### src/rtl/md_hazard_ctrl.sv
// Decode-stage hazard unit: operand forwarding, load-use and HI/LO stalls,
// plus the MULT/DIV sequencer that owns HI/LO occupancy.
module md_hazard_ctrl #(
    parameter int REG_ADDR_W = 5,
    parameter int MUL_LAT    = 4,
    parameter int DIV_LAT    = 32,
    parameter int CNT_W      = 6
) (
    input  logic                  clk,
    input  logic                  rst,
    input  logic [REG_ADDR_W-1:0] id_rs,
    input  logic [REG_ADDR_W-1:0] id_rt,
    input  logic                  id_uses_rs,
    input  logic                  id_uses_rt,
    input  logic                  id_md_valid,
    input  logic                  id_md_div,
    input  logic                  id_reads_hilo,
    input  logic [REG_ADDR_W-1:0] e_des_r,
    input  logic [REG_ADDR_W-1:0] m_des_r,
    input  logic                  e_write_reg,
    input  logic                  m_write_reg,
    input  logic                  e_mem_to_reg,
    input  logic                  m_mem_to_reg,
    output logic [1:0]            fwd_a,
    output logic [1:0]            fwd_b,
    output logic                  stall,
    output logic                  bubble,
    output logic                  md_start,
    output logic                  md_kind,
    output logic                  md_busy,
    output logic                  md_done
);

    typedef enum logic [1:0] {
        IDLE,
        BUSY,
        DONE
    } state_e;

    localparam logic [CNT_W-1:0] MUL_CNT = CNT_W'(MUL_LAT - 1);
    localparam logic [CNT_W-1:0] DIV_CNT = CNT_W'(DIV_LAT - 1);

    state_e           state_q;
    logic [CNT_W-1:0] cnt_q;
    logic             kind_q;
    logic             start_q;

    logic             load_use;
    logic             md_struct;
    logic             hilo_use;
    logic             stall_d;
    logic             accept;
    logic [CNT_W-1:0] cnt_load;

    // EXE wins over MEM; $0 is hard-wired so it never forwards.
    function automatic logic [1:0] fwd_sel(input logic [REG_ADDR_W-1:0] src);
        logic [1:0] sel;
        sel = 2'b00;
        if (src != '0) begin
            if (e_write_reg && (src == e_des_r)) begin
                sel = 2'b01;
            end else if (m_write_reg && (src == m_des_r)) begin
                sel = m_mem_to_reg ? 2'b11 : 2'b10;
            end
        end
        return sel;
    endfunction

    // Per-operand forwarding selects.
    always_comb begin
        fwd_a = fwd_sel(id_rs);
        fwd_b = fwd_sel(id_rt);
    end

    // Stall sources; a stalled MULT/DIV is retried and only issues when free.
    always_comb begin
        load_use  = e_mem_to_reg && e_write_reg && (e_des_r != '0)
                    && ((id_uses_rs && (id_rs == e_des_r))
                        || (id_uses_rt && (id_rt == e_des_r)));
        md_struct = id_md_valid && (state_q == BUSY);
        hilo_use  = id_reads_hilo && (state_q == BUSY);
        stall_d   = load_use || md_struct || hilo_use;
        accept    = id_md_valid && !stall_d;
        cnt_load  = id_md_div ? DIV_CNT : MUL_CNT;
    end

    assign stall    = stall_d;
    assign bubble   = stall_d;
    assign md_start = start_q;
    assign md_kind  = kind_q;
    assign md_busy  = (state_q == BUSY);
    assign md_done  = (state_q == DONE);

    // Sequencer: counts down the latency, then holds DONE for the HI/LO write.
    always_ff @(posedge clk or posedge rst) begin
        if (rst) begin
            state_q <= IDLE;
            cnt_q   <= '0;
            kind_q  <= 1'b0;
            start_q <= 1'b0;
        end else begin
            start_q <= 1'b0;
            unique case (state_q)
                IDLE, DONE: begin
                    if (accept) begin
                        state_q <= BUSY;
                        cnt_q   <= cnt_load;
                        kind_q  <= id_md_div;
                        start_q <= 1'b1;
                    end else begin
                        state_q <= IDLE;
                    end
                end
                BUSY: begin
                    if (cnt_q != '0) begin
                        cnt_q <= cnt_q - 1'b1;
                    end else begin
                        state_q <= DONE;
                    end
                end
                default: state_q <= IDLE;
            endcase
        end
    end

endmodule

### config.mk
export PLATFORM = sky130hd
export DESIGN_NAME = md_hazard_ctrl
export DESIGN_NICKNAME = d
export VERILOG_FILES = /design/src/rtl/md_hazard_ctrl.sv
export SDC_FILE = /design/constraint.sdc
export NUM_CORES = 1
export LEC_CHECK = 0
export CAP_MARGIN = 25
export CORE_MARGIN = 4
export CORE_UTILIZATION = 25
export CTS_BUF_LIST = sky130_fd_sc_hd__clkbuf_8
export DETAILED_ROUTE_END_ITERATION = 16
export PLACE_DENSITY = 0.5
export RECOVER_POWER = 100
export SKIP_LAST_GASP = 1
export SYNTH_ARGS = -nofsm -noshare
export SYNTH_HDL_FRONTEND = slang
export SYNTH_SLANG_ARGS = --single-unit
### constraint.sdc
create_clock -name clk -period 2.9 [get_ports clk]
set_input_delay 0.29 -clock clk [delete_from_list [all_inputs] [get_ports clk]]
set_output_delay 0.29 -clock clk [all_outputs]
set_load 0.02 [all_outputs]
# --- Yosys cells after proc, flatten, opt, wreduce, memory -nomap -nowiden ---
# Index checks and enable logic that the tools add are counted.
totals:
  regBits: 10
  input_bits: 31
  output_inout_bits: 10
  elab_cells: 55
classes:
  n_addsub: 1
  n_eq_ne: 9
  muxes: 16
  n_reduce_logical: 25
ops:
  columns: ["cell", "n"]
  rows:
  - ["$eq A5 B5 Y1", 4]
  - ["$reduce_bool A5 Y1", 3]
  - ["$mux W2", 7]
  - ["$logic_and A1 B1 Y1", 12]
  - ["$mux W6", 2]
  - ["$pmux W6 S2", 1]
  - ["$reduce_bool A6 Y1", 1]
  - ["$sub A6 B1 Y6 const B", 1]
  - ["$mux W5", 1]
  - ["$mux W1", 4]
  - ["$ne A2 B2 Y1 const B", 2]
  - ["$pmux W2 S2", 1]
  - ["$logic_or A1 B1 Y1", 3]
  - ["$reduce_and A3 Y1", 1]
  - ["$eq A2 B1 Y1 const B", 1]
  - ["$eq A2 B2 Y1 const B", 1]
  - ["$logic_not A2 Y1", 1]
  - ["$ne A2 B1 Y1 const B", 1]
  - ["$reduce_and A2 Y1", 1]
  - ["$reduce_bool A2 Y1", 1]
  - ["$reduce_or A2 Y1", 1]
  - ["$logic_not A1 Y1", 1]

# --- Depth between registers and ports, before layout ---
depth:
  ltp_word: 10
  depth_mapped: 7
  mapped_depth_nobuf: 7

# --- Worst setup path after synthesis ---
# OpenSTA, ideal clock, no wires.
synth_path:
  path_type: "register -> register"
  startpoint: "reg cnt_q[0]"
  endpoint: "reg cnt_q[4]"
  setup_time_ns: 0.128
  arrival_ns: 1.850
  required_ns: 2.772
  setup_slack_ns: 0.922
  path_stages_with_launch: 8
  path_buffers: 0
  synth_period_minus_slack_ns: 1.978
  cell_sequence: "dfrtp_1 inv_1 ha_1 or4b_4 o21ai_4 nand2_4 o21ai_4 mux2_1"
synth_via:
  elab_chain_len: 3
  word_cells_on_any_way: 6
  classes_between: "add/sub (1); eq/ne (1); mux (2); reduce/logical (2)"
synth_rtl:
  columns: ["item", "line", "rtl"]
  rows:
  - ["start, declared", "44", "logic [CNT_W-1:0] cnt_q;"]
  - ["start signal, assigned", "107", "cnt_q <= cnt_load;"]
  - ["start signal, assigned", "116", "cnt_q <= cnt_q - 1'b1;"]
  - ["$sub A6 B1 Y6 / $reduce_bool A6 Y1 (equally long branches)", "116, 115", null]
  - ["$mux W6 / $ne A2 B1 Y1 (equally long branches)", null, null]
  - ["$pmux W6 S2 / $reduce_and A3 Y1 (equally long branches)", null, null]
# Several ways; a longest one is shown, not always the timed one. The select of a mux whose other input is x is not followed.
# A chain may end at the register's enable or synchronous reset.

# --- Worst setup path in the final report ---
layout_path:
  startpoint: "in e_des_r[0]"
  endpoint: "out bubble"
layout_via:
  elab_chain_len: 6
  word_cells_on_any_way: 10
  classes_between: "eq/ne (2); reduce/logical (8)"
layout_rtl:
  columns: ["item", "line", "rtl"]
  rows:
  - ["start, declared", "18", "input logic [REG_ADDR_W-1:0] e_des_r,"]
  - ["$eq A5 B5 Y1, on equally long branches", "78, 79", null]
  - ["$logic_and A1 B1 Y1, on equally long branches", "78, 79", null]
  - ["$logic_or A1 B1 Y1", "79", "|| (id_uses_rt && (id_rt == e_des_r)));"]
  - ["$logic_and A1 B1 Y1 *", "78", "&& ((id_uses_rs && (id_rs == e_des_r))"]
  - ["$logic_or A1 B1 Y1 * (2 in series)", "82", "stall_d = load_use || md_struct || hilo_use;"]
  - ["end, declared", "27", "output logic bubble,"]
# Mark *: on every way between the ends. The rest lies on a longest branch, timed or not.

==> impl_metrics.json <==
{
  "run_status": "completed",
  "start_util_pct": 26.6,
  "synth_largest_area_cell": "dfrtp_1",
  "tritoncts_num_sinks": 10,
  "timing_worst_setup_path_type": "input pin to output pin",
  "synth.yosys.seq_area_share_pct": 27.5,
  "synthFlopType": "dfrtp_1",
  "final.period_utilization_pct": 94.4,
  "grt_overflow": 0,
  "ioPinCount": 41,
  "tritoncts": "built",
  "tightestPinTransition_ps": 812,
  "final_antenna_net_count": 0,
  "postCtsHoldBufs": 0,
  "pwr_density_cell_nw_per_um2": 649,
  "netlist_area_um2": 910,
  "cp_slowest_cell": "dlygate4sd3_1",
  "netlist-cell-type-count": 36,
  "cp-startpoint": "e_des_r[0]",
  "htreeDepth": 1,
  "post_layout_nonfiller_instances": 194,
  "final_critical_path_setup_slack_ps": 163,
  "die_area_um2": 4670,
  "finClkSkew_ps": 4.23,
  "synth_async_sr_flop_share_pct": 100,
  "vdd_ir_drop_max_mv": 0.446,
  "clk_transition_reported_paths_ps": 50,
  "critPathBufInv": 2,
  "ys_ff_latch": 10,
  "fp-row-count": 21,
  "finalHoldViolations": 0,
  "synth_top_area_share_pct": 27.5,
  "numCtsBuffers": 3,
  "post-route-min-period_ps": 2740,
  "path_max_fanout": 3,
  "fp.coreArea_um2": 3420,
  "endpoint_kind": "output pin",
  "maximum_number_of_pins_on_one_net_before_global_route_repair": 11,
  "clk_latency_ps": 230,
  "synth_fp_nets": 139,
  "cts_resized": 0,
  "max-slew-margin-rel_pct": 45.3,
  "drt_iter0_markers": 24,
  "post_place_setup_slack_ps": 200,
  "total_iterations_of_the_first_detailed_routing_run": 4,
  "unrepaired_setup_endpoints_after_global_routing": "false",
  "worstPathCellList": "dlygate4sd3_1 > or3_1 > o311a_2 > nand2_1 > nand2_1 > dlygate4sd3_1",
  "synth_warnings": 0,
  "floorplan.die.width_um": 68.3,
  "layout.nets": 182,
  "yosys-top-cells-area": "dfrtp_1 (28%), xnor2_1 (15%), nand2_1 (5.0%)",
  "synthToLayoutAreaGrowth_pct": 53.1,
  "grt_use_total_pct": 11.0,
  "drive_above_1_share_pct": 6.08,
  "vias": 859,
  "setup_violations": 0,
  "antenna_found_initial": 0,
  "synth-edff-count": 0,
  "cts.repair_timing.setup_buffer_count": 0,
  "detail_route.vias_per_cell": 4.43,
  "die_y_um": 68.3,
  "required_ps": 2610,
  "worstPathArrival_ps": 2450,
  "grt_first_pass_wirelength_mm": 3.85,
  "grt_pass1_vias": 860,
  "n_antenna_cell": 0,
  "post_drt_wl_per_cell_um": 13.0,
  "clk_path_buf_depth": 2,
  "critical_path.reg2reg.startpoint": "cnt_q[0]",
  "critical_path.top_delay_family": "buffers and inverters",
  "port-buffer-count": 40,
  "final-max-slew-violation-count": 0,
  "post-dp-hpwl_mm": 2.24,
  "clock.fmax_mhz": 365,
  "finalWeightedCongestion": 0.849,
  "timing.critical_path.slowest_cell_delay_ps": 650,
  "kind_of_launch_point_of_the_worst_setup_path": "input pin",
  "worst_hold_path_type": "input pin to async pin",
  "drt_drc_violations_left": 0,
  "postRouteWirelength_mm": 2.52,
  "power.static_leakage_uw": 0.000558,
  "max-cap-violations": 0,
  "place.detailed.instances": 190,
  "syn_avg_cell_area_um2": 8.58,
  "tns_ps": 0,
  "cts_root_buf": "clkbuf_8",
  "count_of_mapped_cells_out_of_synthesis": 106
}
==> layout by cell type, fill, tap and decap left out, types with 2 or more instances in the layout <==
master           count
clkdlybuf4s50_1     28
xnor2_1             16
nand2_1             12
dlygate4sd3_1       12
nor2_1              10
dfrtp_1             10
inv_1                6
nand3_1              6
xor2_1               5
o21ai_0              5
clkbuf_8             4
nand2b_1             2
a21oi_1              2
mux2_1               2
nor3_1               2
or4_1                2
nand4_1              2
nor4_1               2
and2_1               2
ha_1                 2
==> cell type report <==
class                   instances  area (um^2)
clock buffers                   4         55.1
flip-flops and latches         10          250
fillers                       358         2020
inverters                       6         22.5
multi-input cells              88          607
well taps                      46         57.6
repair buffers                 40          400
==> registers in the layout (all words and copies together), names as in the netlist <==
register	count
md_kind	1
cnt_q	6
state_q	2
md_start	1
==> worst paths after layout <==
check | slack, ps | end | cells after the start
max | 160 | bubble | 6
min | 470 | cnt_q[4] | 2
max reg2reg | 260 | cnt_q[4] | 7
min reg2reg | 490 | md_kind | 1
max in group asynchronous | 2150 | cnt_q[0] | 2
min in group clk | 490 | md_kind | 1
==> cells in the mapped netlist (all sizes together), types with 2 or more instances <==
cell type	count
nand2	13
nand3	6
nor3	2
nand2b	2
nand4	2
nor2	10
a21oi	2
a211o	2
and2	2
ha	2
inv	6
xor2	5
or4	2
xnor2	16
nor4	2
o21ai	6
dfrtp	10
mux2	2
==> metrics by stage <==
step / instance area, um^2 / total power (uW) / hold WS (ps) / util [%]
2_1_floorplan: 910 / 602 / 130 / -
4_1_cts: 1410 / 952 / 351 / 41.3
5_1_grt: 1390 / 977 / 503 / 40.8
3_3_place_gp: 1360 / 767 / 474 / 39.7
6_report: 1390 / 904 / 474 / 40.8
3_5_place_dp: 1360 / 776 / 483 / 39.7
==> layer usage <==
layer	up-vias	global-route usage (%)	part of all wire, %
met5	-	0	0
met4	0	1.49	0
met3	0	3.12	4.0
met2	11	17.0	48
met1	394	15.4	48
li1	454	-	-
==> power by group <==
part | switching, uW | internal, uW | leakage [uW] | total (uW)
combinational | 262 | 228 | 0.000408 | 490
sequential | 40.5 | 201 | 0.000122 | 241
clock | 53.9 | 119 | 0.0000288 | 173
==> logic make-up after synthesis <==
| family | share of synthesized area (%) |
|---|---|
| xor gates and xnor gates | 20.2 |
| DFF | 27.5 |
| adders and majority gates | 2.75 |
| muxes | 3.58 |
| AOI/OAI and AO/OA | 16.6 |
| buffers and inverters | 3.71 |
| and+or+nand+nor | 25.6 |
(Power assumes the default switching activity.)
